--- src/rtl/modbus_pkg.sv ---
// Modbus RTU response transmitter: shared frame-length constants and FSM states.
// Frames are serialised MSB-first from a 13-byte left-justified shift register.
package modbus_pkg;

  localparam int FRAME_W     = 104;
  localparam int MAX_BYTES   = 13;
  localparam int LEN_06      = 8;
  localparam int LEN_EXP     = 5;
  localparam int LEN_RD_BASE = 5;

  typedef enum logic [1:0] {
    IDLE,
    SEND,
    WAIT,
    GAP
  } state_t;

  function automatic logic [3:0] rd_len(input logic [7:0] q);
    return 4'(LEN_RD_BASE + 2 * int'(q));
  endfunction

endpackage

--- src/rtl/modbus_rsp_tx.sv ---
// Modbus RTU slave response serialiser: latches one pre-built frame, feeds
// it byte by byte to the UART, then holds the line silent for the frame gap.
module modbus_rsp_tx
  import modbus_pkg::*;
#(
  parameter int GAP_CYCLES = 4000,
  parameter int MAX_QTY    = 4
) (
  input  logic         clk,
  input  logic         rst_n,
  input  logic         tx_06_rp_start,
  input  logic         tx_exp_rp_start,
  input  logic         tx_03_04_rp_start,
  input  logic [63:0]  code06_response,
  input  logic [39:0]  exception_seq,
  input  logic [103:0] code03_04_response,
  input  logic [7:0]   tx_quantity,
  output logic [7:0]   uart_tx_data,
  output logic         uart_tx_start,
  input  logic         uart_tx_done,
  output logic         rsp_busy,
  output logic         rsp_frame_done,
  output logic         rsp_drop
);

  localparam int GW = (GAP_CYCLES > 1) ? $clog2(GAP_CYCLES) : 1;
  localparam logic [GW-1:0] GAP_LAST = GW'(GAP_CYCLES - 1);

  state_t               state;
  state_t               state_d;
  logic [FRAME_W-1:0]   shreg;
  logic [3:0]           byte_cnt;
  logic [GW-1:0]        gap_cnt;
  logic                 q_ok;
  logic [3:0]           rd_n;
  logic [6:0]           rd_sh;
  logic                 any_start;
  logic                 acc_exp;
  logic                 acc_06;
  logic                 acc_rd;

  assign q_ok = (tx_quantity != 8'd0) &&
                (tx_quantity <= 8'(MAX_QTY));
  assign rd_n = rd_len(tx_quantity);
  // Shift that left-justifies a short read frame in the 13-byte register
  assign rd_sh = 7'((MAX_BYTES - int'(rd_n)) * 8);
  assign any_start = tx_exp_rp_start | tx_06_rp_start |
                     tx_03_04_rp_start;
  assign rsp_busy = (state != IDLE);

  always_comb begin
    state_d        = state;
    acc_exp        = 1'b0;
    acc_06         = 1'b0;
    acc_rd         = 1'b0;
    rsp_drop       = 1'b0;
    rsp_frame_done = 1'b0;
    unique case (state)
      IDLE: begin
        if (tx_exp_rp_start) begin
          acc_exp  = 1'b1;
          rsp_drop = tx_06_rp_start | tx_03_04_rp_start;
        end else if (tx_06_rp_start) begin
          acc_06   = 1'b1;
          rsp_drop = tx_03_04_rp_start;
        end else if (tx_03_04_rp_start) begin
          acc_rd   = q_ok;
          rsp_drop = !q_ok;
        end
        if (acc_exp | acc_06 | acc_rd) state_d = SEND;
      end
      SEND: begin
        rsp_drop = any_start;
        state_d  = WAIT;
      end
      WAIT: begin
        rsp_drop = any_start;
        if (uart_tx_done)
          state_d = (byte_cnt == 4'd1) ? GAP : SEND;
      end
      GAP: begin
        rsp_drop = any_start;
        if (gap_cnt == GAP_LAST) begin
          rsp_frame_done = 1'b1;
          state_d        = IDLE;
        end
      end
    endcase
  end

  always_ff @(posedge clk or negedge rst_n) begin
    if (!rst_n) begin
      state         <= IDLE;
      shreg         <= '0;
      byte_cnt      <= '0;
      gap_cnt       <= '0;
      uart_tx_data  <= '0;
      uart_tx_start <= 1'b0;
    end else begin
      state         <= state_d;
      uart_tx_start <= (state == SEND);
      if (acc_exp) begin
        shreg    <= {exception_seq, 64'd0};
        byte_cnt <= 4'(LEN_EXP);
      end else if (acc_06) begin
        shreg    <= {code06_response, 40'd0};
        byte_cnt <= 4'(LEN_06);
      end else if (acc_rd) begin
        shreg    <= code03_04_response << rd_sh;
        byte_cnt <= rd_n;
      end
      if (state == SEND)
        uart_tx_data <= shreg[FRAME_W-1 -: 8];
      if (state == WAIT && uart_tx_done) begin
        shreg    <= shreg << 8;
        byte_cnt <= byte_cnt - 4'd1;
        gap_cnt  <= '0;
      end
      if (state == GAP && gap_cnt != GAP_LAST)
        gap_cnt <= gap_cnt + 1'b1;
    end
  end

endmodule

--- config.mk ---
export PLATFORM = sky130hd
export DESIGN_NAME = modbus_rsp_tx
export DESIGN_NICKNAME = d
export VERILOG_FILES = /design/src/rtl/modbus_pkg.sv /design/src/rtl/modbus_rsp_tx.sv
export SDC_FILE = /design/constraint.sdc
export NUM_CORES = 1
export LEC_CHECK = 0
export ABC_AREA = 1
export CELL_PAD_IN_SITES_DETAIL_PLACEMENT = 1
export CELL_PAD_IN_SITES_GLOBAL_PLACEMENT = 1
export CORE_ASPECT_RATIO = 1.75
export CORE_MARGIN = 2
export CORE_UTILIZATION = 38
export DETAILED_ROUTE_END_ITERATION = 8
export PLACE_DENSITY_LB_ADDON = 0.1
export SLEW_MARGIN = 15
export SYNTH_ARGS = -nofsm -noshare
export SYNTH_HDL_FRONTEND = slang
export SYNTH_SLANG_ARGS = --single-unit
--- constraint.sdc ---
create_clock -name clk -period 3.47 [get_ports clk]
set_input_delay 0.694 -clock clk [delete_from_list [all_inputs] [get_ports clk]]
set_output_delay 0.694 -clock clk [all_outputs]
set_load 0.02 [all_outputs]
# [Word level (Yosys, flattened, before mapping)]
# Cells that the tools add are included.
[word_totals] reg_bits=131 latchBits=0 ram_bits=0 rom_bits=0 input_bits=222 out_inout_bits=12 elab_cells=70 memories=0
[op_classes] addsub=4 mul=0 div=0 n_lt_le_gt_ge=1 n_eq_ne=9 n_shift=1 mux=33 n_bitwise=5 reduce_logical=11
[op_table] op="$mux W104" n=4
[op_table] op="$shl A104 B7 Y104" n=1
[op_table] op="$mux W12" n=2
[op_table] op="$mux W1" n=17
[op_table] op="$mux W4" n=4
[op_table] op="$add A12 B1 Y12 const B" n=1
[op_table] op="$eq A12 B12 Y1 const B" n=1
[op_table] op="$ne A12 B12 Y1 const B" n=1
[op_table] op="$le A8 B3 Y1 const B" n=1
[op_table] op="$mux W2" n=4
[op_table] op="$pmux W2 S4" n=1
[op_table] op="$reduce_bool A8 Y1" n=1
[op_table] op="$ne A2 B2 Y1 const B" n=3
[op_table] op="$or A1 B1 Y1" n=5
[op_table] op="$add A3 B4 Y4 const A" n=1
[op_table] op="$eq A2 B2 Y1 const B" n=2
[op_table] op="$eq A4 B1 Y1 const B" n=1
[op_table] op="$reduce_bool A2 Y1" n=2
[op_table] op="$reduce_bool A4 Y1" n=1
[op_table] op="$sub A4 B1 Y4 const B" n=1
[op_table] op="$sub A4 B4 Y4 const A" n=1
[op_table] op="$logic_and A1 B1 Y1" n=3
[op_table] op="$reduce_and A3 Y1" n=1
[op_table] op="$reduce_or A3 Y1" n=1
[op_table] op="other kinds (4)" n=4

# [Logic depth before layout (Yosys ltp)]
[depth] word_depth=11 depth_mapped=15 ltp_nobuf=12

# [Least setup slack after synthesis]
# Ideal clock, no wire load.
[synth_timing] path_kind="input -> output" startpoint="in tx_quantity[0]" endpoint="out rsp_drop" arrival_ns=1.991 t_required_ns=2.776 path_slack_ns=0.785 cell_stages=9 n_path_buf=2 path_cell_list="inv_2 > buf_2 > buf_1 > ha_1 > nand2_1 > nand2_1 > nor2_1 > a211o_1 > nand2_1"
[synth_via] elab_chain_cells=7
[synth_rtl] item="start: declaration" line_no="modbus_rsp_tx.sv:17" source="input logic [7:0] tx_quantity,"
[synth_rtl] item="$le A8 B3 Y1 / $reduce_bool A8 Y1 (equally long branches)" line_no="modbus_rsp_tx.sv:43, modbus_rsp_tx.sv:42"
[synth_rtl] item="$logic_and A1 B1 Y1 (*)" line_no="modbus_rsp_tx.sv:42" source="assign q_ok = (tx_quantity != 8'd0) &&"
[synth_rtl] item="$logic_not A1 Y1 (*)" line_no="modbus_rsp_tx.sv:68" source="rsp_drop = !q_ok;"
[synth_rtl] item="$mux W1 (*)" line_no="modbus_rsp_tx.sv:66" source="end else if (tx_03_04_rp_start) begin"
[synth_rtl] item="$mux W1 (*)" line_no="modbus_rsp_tx.sv:63" source="end else if (tx_06_rp_start) begin"
[synth_rtl] item="$mux W1 (*)" line_no="modbus_rsp_tx.sv:60" source="if (tx_exp_rp_start) begin"
[synth_rtl] item="$pmux W1 S2 (*)" line_no="modbus_rsp_tx.sv:58" source="unique case (state)"
[synth_rtl] item="end: declaration" line_no="modbus_rsp_tx.sv:23" source="output logic rsp_drop"
# Every way passes the cells marked *; elsewhere a longest branch is shown, timed or not.

# [Final worst setup path]
[layout_timing] startpoint="reg gap_cnt[0]" endpoint="out rsp_frame_done"
[layout_via] elab_chain_cells=3
[layout_rtl] item="start: declaration" line_no="modbus_rsp_tx.sv:33" source="logic [GW-1:0] gap_cnt;"
[layout_rtl] item="start signal: assignment" line_no="modbus_rsp_tx.sv:120" source="gap_cnt <= gap_cnt + 1'b1;"
[layout_rtl] item="$eq A12 B12 Y1" line_no="modbus_rsp_tx.sv:83" source="if (gap_cnt == GAP_LAST) begin"
[layout_rtl] item="$mux W1" line_no="modbus_rsp_tx.sv:83"
[layout_rtl] item="$mux W1" line_no="modbus_rsp_tx.sv:58"
[layout_rtl] item="end: declaration" line_no="modbus_rsp_tx.sv:22" source="output logic rsp_frame_done,"
# No other way between the ends.

==> flow_results.org <==
** Floorplan
- Measured along the y axis, the die boundary spans 228.8 um.
- Initial cell density of the core :: between 30% and 40%
- Area inside the core boundary :: 28520 sq um
- During I/O placement, the number of pins put on the boundary was 234.
- Die outline width :: 132.4 um
- The die covers 30300 sq um.
- The floorplan has 82 rows.

** STA
- In this run the tightest slew margin relative to its limit is about a third.
- Dividing the final minimum period by the clock period gives 89.32%.
- Post-route clock skew :: 0.01125 ns
- Setup violations, final :: 0
- The tightest hold path in the finished design has a slack of 0.3738 ns.
- Final worst path period need :: 3.099 ns
- Unrepaired setup endpoints after global routing :: no
- Summed over all failing endpoints, the final setup total negative slack is 0 ns.
- Maximum clock frequency :: 0.3226 GHz
- After layout, the worst setup slack is 0.3706 ns.
- The final number of max-transition violations is 0.
- The count of endpoints failing hold in the final timing report is 0.
- Actual slew at the worst max-slew pin :: 1.004 ns

** Synthesis
- A synthesized cell averages between 5 and 6 sq um.
- Summed over all instances, the cell type with the most area after synthesis is nand2_1.
- The number of nets handed over by synthesis was 2197.
- Yosys reg bits :: 131
- Distinct cells, synth :: 31
- Warnings, synthesis :: 0
- Sequential-to-total area share from yosys stat :: about 30%
- After synthesis, the largest area contributor takes up 32.85% of total cell area.
- Area of the mapped netlist :: 10970 sq um
- In the synthesized netlist, the number of instances is ~2.0k.
- Largest cells by area after synthesis :: nand2_1 (33%), dfrtp_1 (30%), nand3_1 (10%)

** Clock network
- Clock-pin slew was measured on the worst setup and hold paths at ~0.06 ns.
- Cell at the root of the clock tree :: clkbuf_16
- Setup Buffers After CTS :: 0
- Latest clock arrival within the worst-skew pair :: 0.45 ns
- Buffers from clock root to sink, at most :: 2
- Count of cells resized by post-cts repair :: 0
- The H-tree generated during clock tree synthesis spans 4 levels.
- Hold repair after CTS inserted 0 buffers.
- CTS tree :: built
- Clock buffers created by TritonCTS :: 17
- Number of clock sinks :: about 130

** Setup path
- On the worst path, the slowest cell contributes a delay of 0.66 ns.
- Worst Setup End Kind :: primary output
- Cell family with most CP delay :: buffers and inverters
- Maximum fanout along the worst path :: 4
- Together, buffers and inverters on the worst path number 2.
- Critical path arrival :: 2.41 ns
- Category of the most critical setup path :: reg2out
- Slowest cell on the critical path :: clkdlybuf4s50_1
- Path depth of the worst reg2reg path :: 12
- Kind of start point of the critical path :: flip-flop
- R2R Path Start :: state[1]
- Walking the worst path, the cells encountered are ha_1 -> nand2_1 -> nor2_1 -> inv_1 -> nor4_1 -> clkdlybuf4s50_1.
- In this run the number of cells on the critical path is 6.
- The most critical setup path has its startpoint at gap_cnt[0].
- At the worst endpoint, the required time is 2.78 ns.

** Final layout
- Cells with a size suffix above 1 make up between 4 and 5% of the layout.
- Synth-to-layout area growth :: 29.79%
- In the final design database the tool counted 2371 nets.

** Power
- The worst-case IR drop observed on VDD is roughly 0.35 mV.
- Power per cell area :: around 320 nW/um^2
- Leakage power :: 8.008 nW

** GRT
- Entering global routing, the biggest net connects approximately 100 pins.
- The number of antenna violations at the first check in global routing came to 1.
- The first global-routing pass estimated between 70000 and 80000 um of wire.
- Final global-route overflow total :: 0
- The via count of the first global-routing pass came to 13.74k.
- Global routing used 31.91% of the available tracks across all layers.

** Outcome
- The run finished with clean final reports.

** Route
- Average wire per cell in the routed design :: 18.88 um
- Number of optimization iterations in the first detailed-route pass :: 5
- Average vias per placed instance :: about 5.2
- In this run, the number of DRC markers left after iteration 0 of detailed routing was 769.
- In this run the remaining antenna-violating nets after routing total 0.
- Routed WL :: 47840 um
- In the routed design, unresolved DRC markers number 0.
- Via count :: 13.22k

** Place
- Worst-case setup slack after placement :: 0.1086 ns
- Count of input and output buffers :: about 230
- Estimated wirelength of the detail-placed design :: 36640 um
- RD Place Congestion :: approximately 0.91

** Worst hold path
- Hold Path Class :: in2async

** Flow run
- Max-cap violations in this run came to 0.
-- cell usage after synthesis --
cell type	count
buf_4	1
xnor2_1	1
buf_6	7
o22ai_1	5
nor2_1	131
o31ai_1	8
nor3_1	12
a41oi_1	1
nand3_1	225
nand4_1	1
inv_1	208
nor4_1	1
o21ai_1	11
dfrtp_1	131
nand2_1	960
nand4_2	1
buf_1	16
a21boi_0	26
clkinv_1	1
o21ai_0	59
ha_1	5
buf_2	27
inv_2	7
nand2_4	1
a21oi_1	46
nor2_4	2
clkbuf_1	69
nand2_2	3
a22oi_1	1
xor2_1	2
a211o_1	1
-- cells by family after synthesis --
kind of cell / after synthesis / share of synthesized area, %
simple gates: 1337 / 48.85
buf+inv: 336 / 12.32
compound gates: 158 / 8.133
flops: 131 / 29.88
fa+ha+maj: 5 / 0.5703
xor+xnor: 3 / 0.2396
-- layout make-up --
type | instances | area (sq um)
Multi-Input combinational cell | 1503 | 6345
Fill cell | 4047 | 14290
Antenna cell | 1 | 2.502
Clock buffer | 19 | 442.9
Timing Repair Buffer | 275 | 2753
Clock inverter | 11 | 131.4
Inverter | 216 | 812.0
Tap cell | 378 | 473.0
Sequential cell | 131 | 3278
-- path summary, 6_finish.rpt --
| path | end | slack [ns] |
|---|---|---|
| worst min register to register | uart_tx_data[0] | 0.48 |
| max in group asynchronous | shreg[6] | 2.31 |
| worst min-delay path | shreg[61] | 0.37 |
| worst max register to register | shreg[31] | 0.89 |
| worst max-delay path | rsp_frame_done | 0.37 |
| min in group clk | uart_tx_data[0] | 0.48 |
-- placed cells by master, fill, tap and decap left out, types with 2 or more instances in the layout --
master | netlist | routed
bufinv_16 | 0 | 2
a21boi_0 | 26 | 26
dfrtp_1 | 131 | 131
clkbuf_16 | 0 | 17
ha_1 | 5 | 4
nor2_4 | 2 | 2
o22ai_1 | 5 | 5
clkinv_4 | 0 | 3
clkinv_2 | 0 | 3
xor2_1 | 2 | 2
buf_12 | 0 | 9
inv_1 | 208 | 208
o21ai_1 | 11 | 11
nand2_1 | 960 | 960
clkdlybuf4s50_1 | 0 | 229
o21ai_0 | 59 | 59
o31ai_1 | 8 | 8
a21oi_1 | 46 | 46
nor3_1 | 12 | 12
nor2_1 | 131 | 130
inv_2 | 7 | 6
clkinvlp_4 | 0 | 2
nand2_2 | 3 | 3
nand3_1 | 225 | 225
buf_4 | 1 | 35
-- state kept, by name, summed over array words and instances (netlist names) --
register and count:
uart_tx_data 8, gap_cnt 12, byte_cnt 4, uart_tx_start 1
shreg 104, state 2
-- worst register-to-register path: stages, from the launching register on --
cell and delay [ns]:
dfrtp_1 0.45, nor2_4 0.21, buf_4 0.43, nand2_1 0.19, nand2_2 0.13, inv_2 0.05
nand2_1 0.14, inv_2 0.08, nand2_4 0.09, inv_2 0.18, buf_4 0.31, nand2_1 0.14
nand2_1 0.07
-- through the flow --
stage	cell area [sq um]	std cells	total power, mW	util [%]
3_3_place_gp	13660	2503	2.666	47.89
5_1_grt	14240	2534	4.714	49.92
6_report	14240	2534	4.525	49.92
3_5_place_dp	13660	2503	2.682	47.89
4_1_cts	14230	2533	4.544	49.90
2_1_floorplan	10970	1970	2.090	-
-- power breakdown --
part / total (mW) / internal (mW) / switching (mW)
Clock: 1.86 / 1.07 / 0.784
Sequential: 1.53 / 1.53 / 0
Combinational: 1.14 / 0.452 / 0.687
Total: 4.53 / 3.05 / 1.47
-- per-layer routing --
layer | GRT usage, % | vias to the layer above | share of wire [%]
li1 | - | 6386 | -
met5 | 0 | - | 0
met3 | 4.014 | 98 | 4.0
met1 | 37.84 | 6385 | 41
met2 | 55.49 | 348 | 50
met4 | 17.51 | 0 | 5.6
Note: power is estimated with default switching activity, not from simulation.
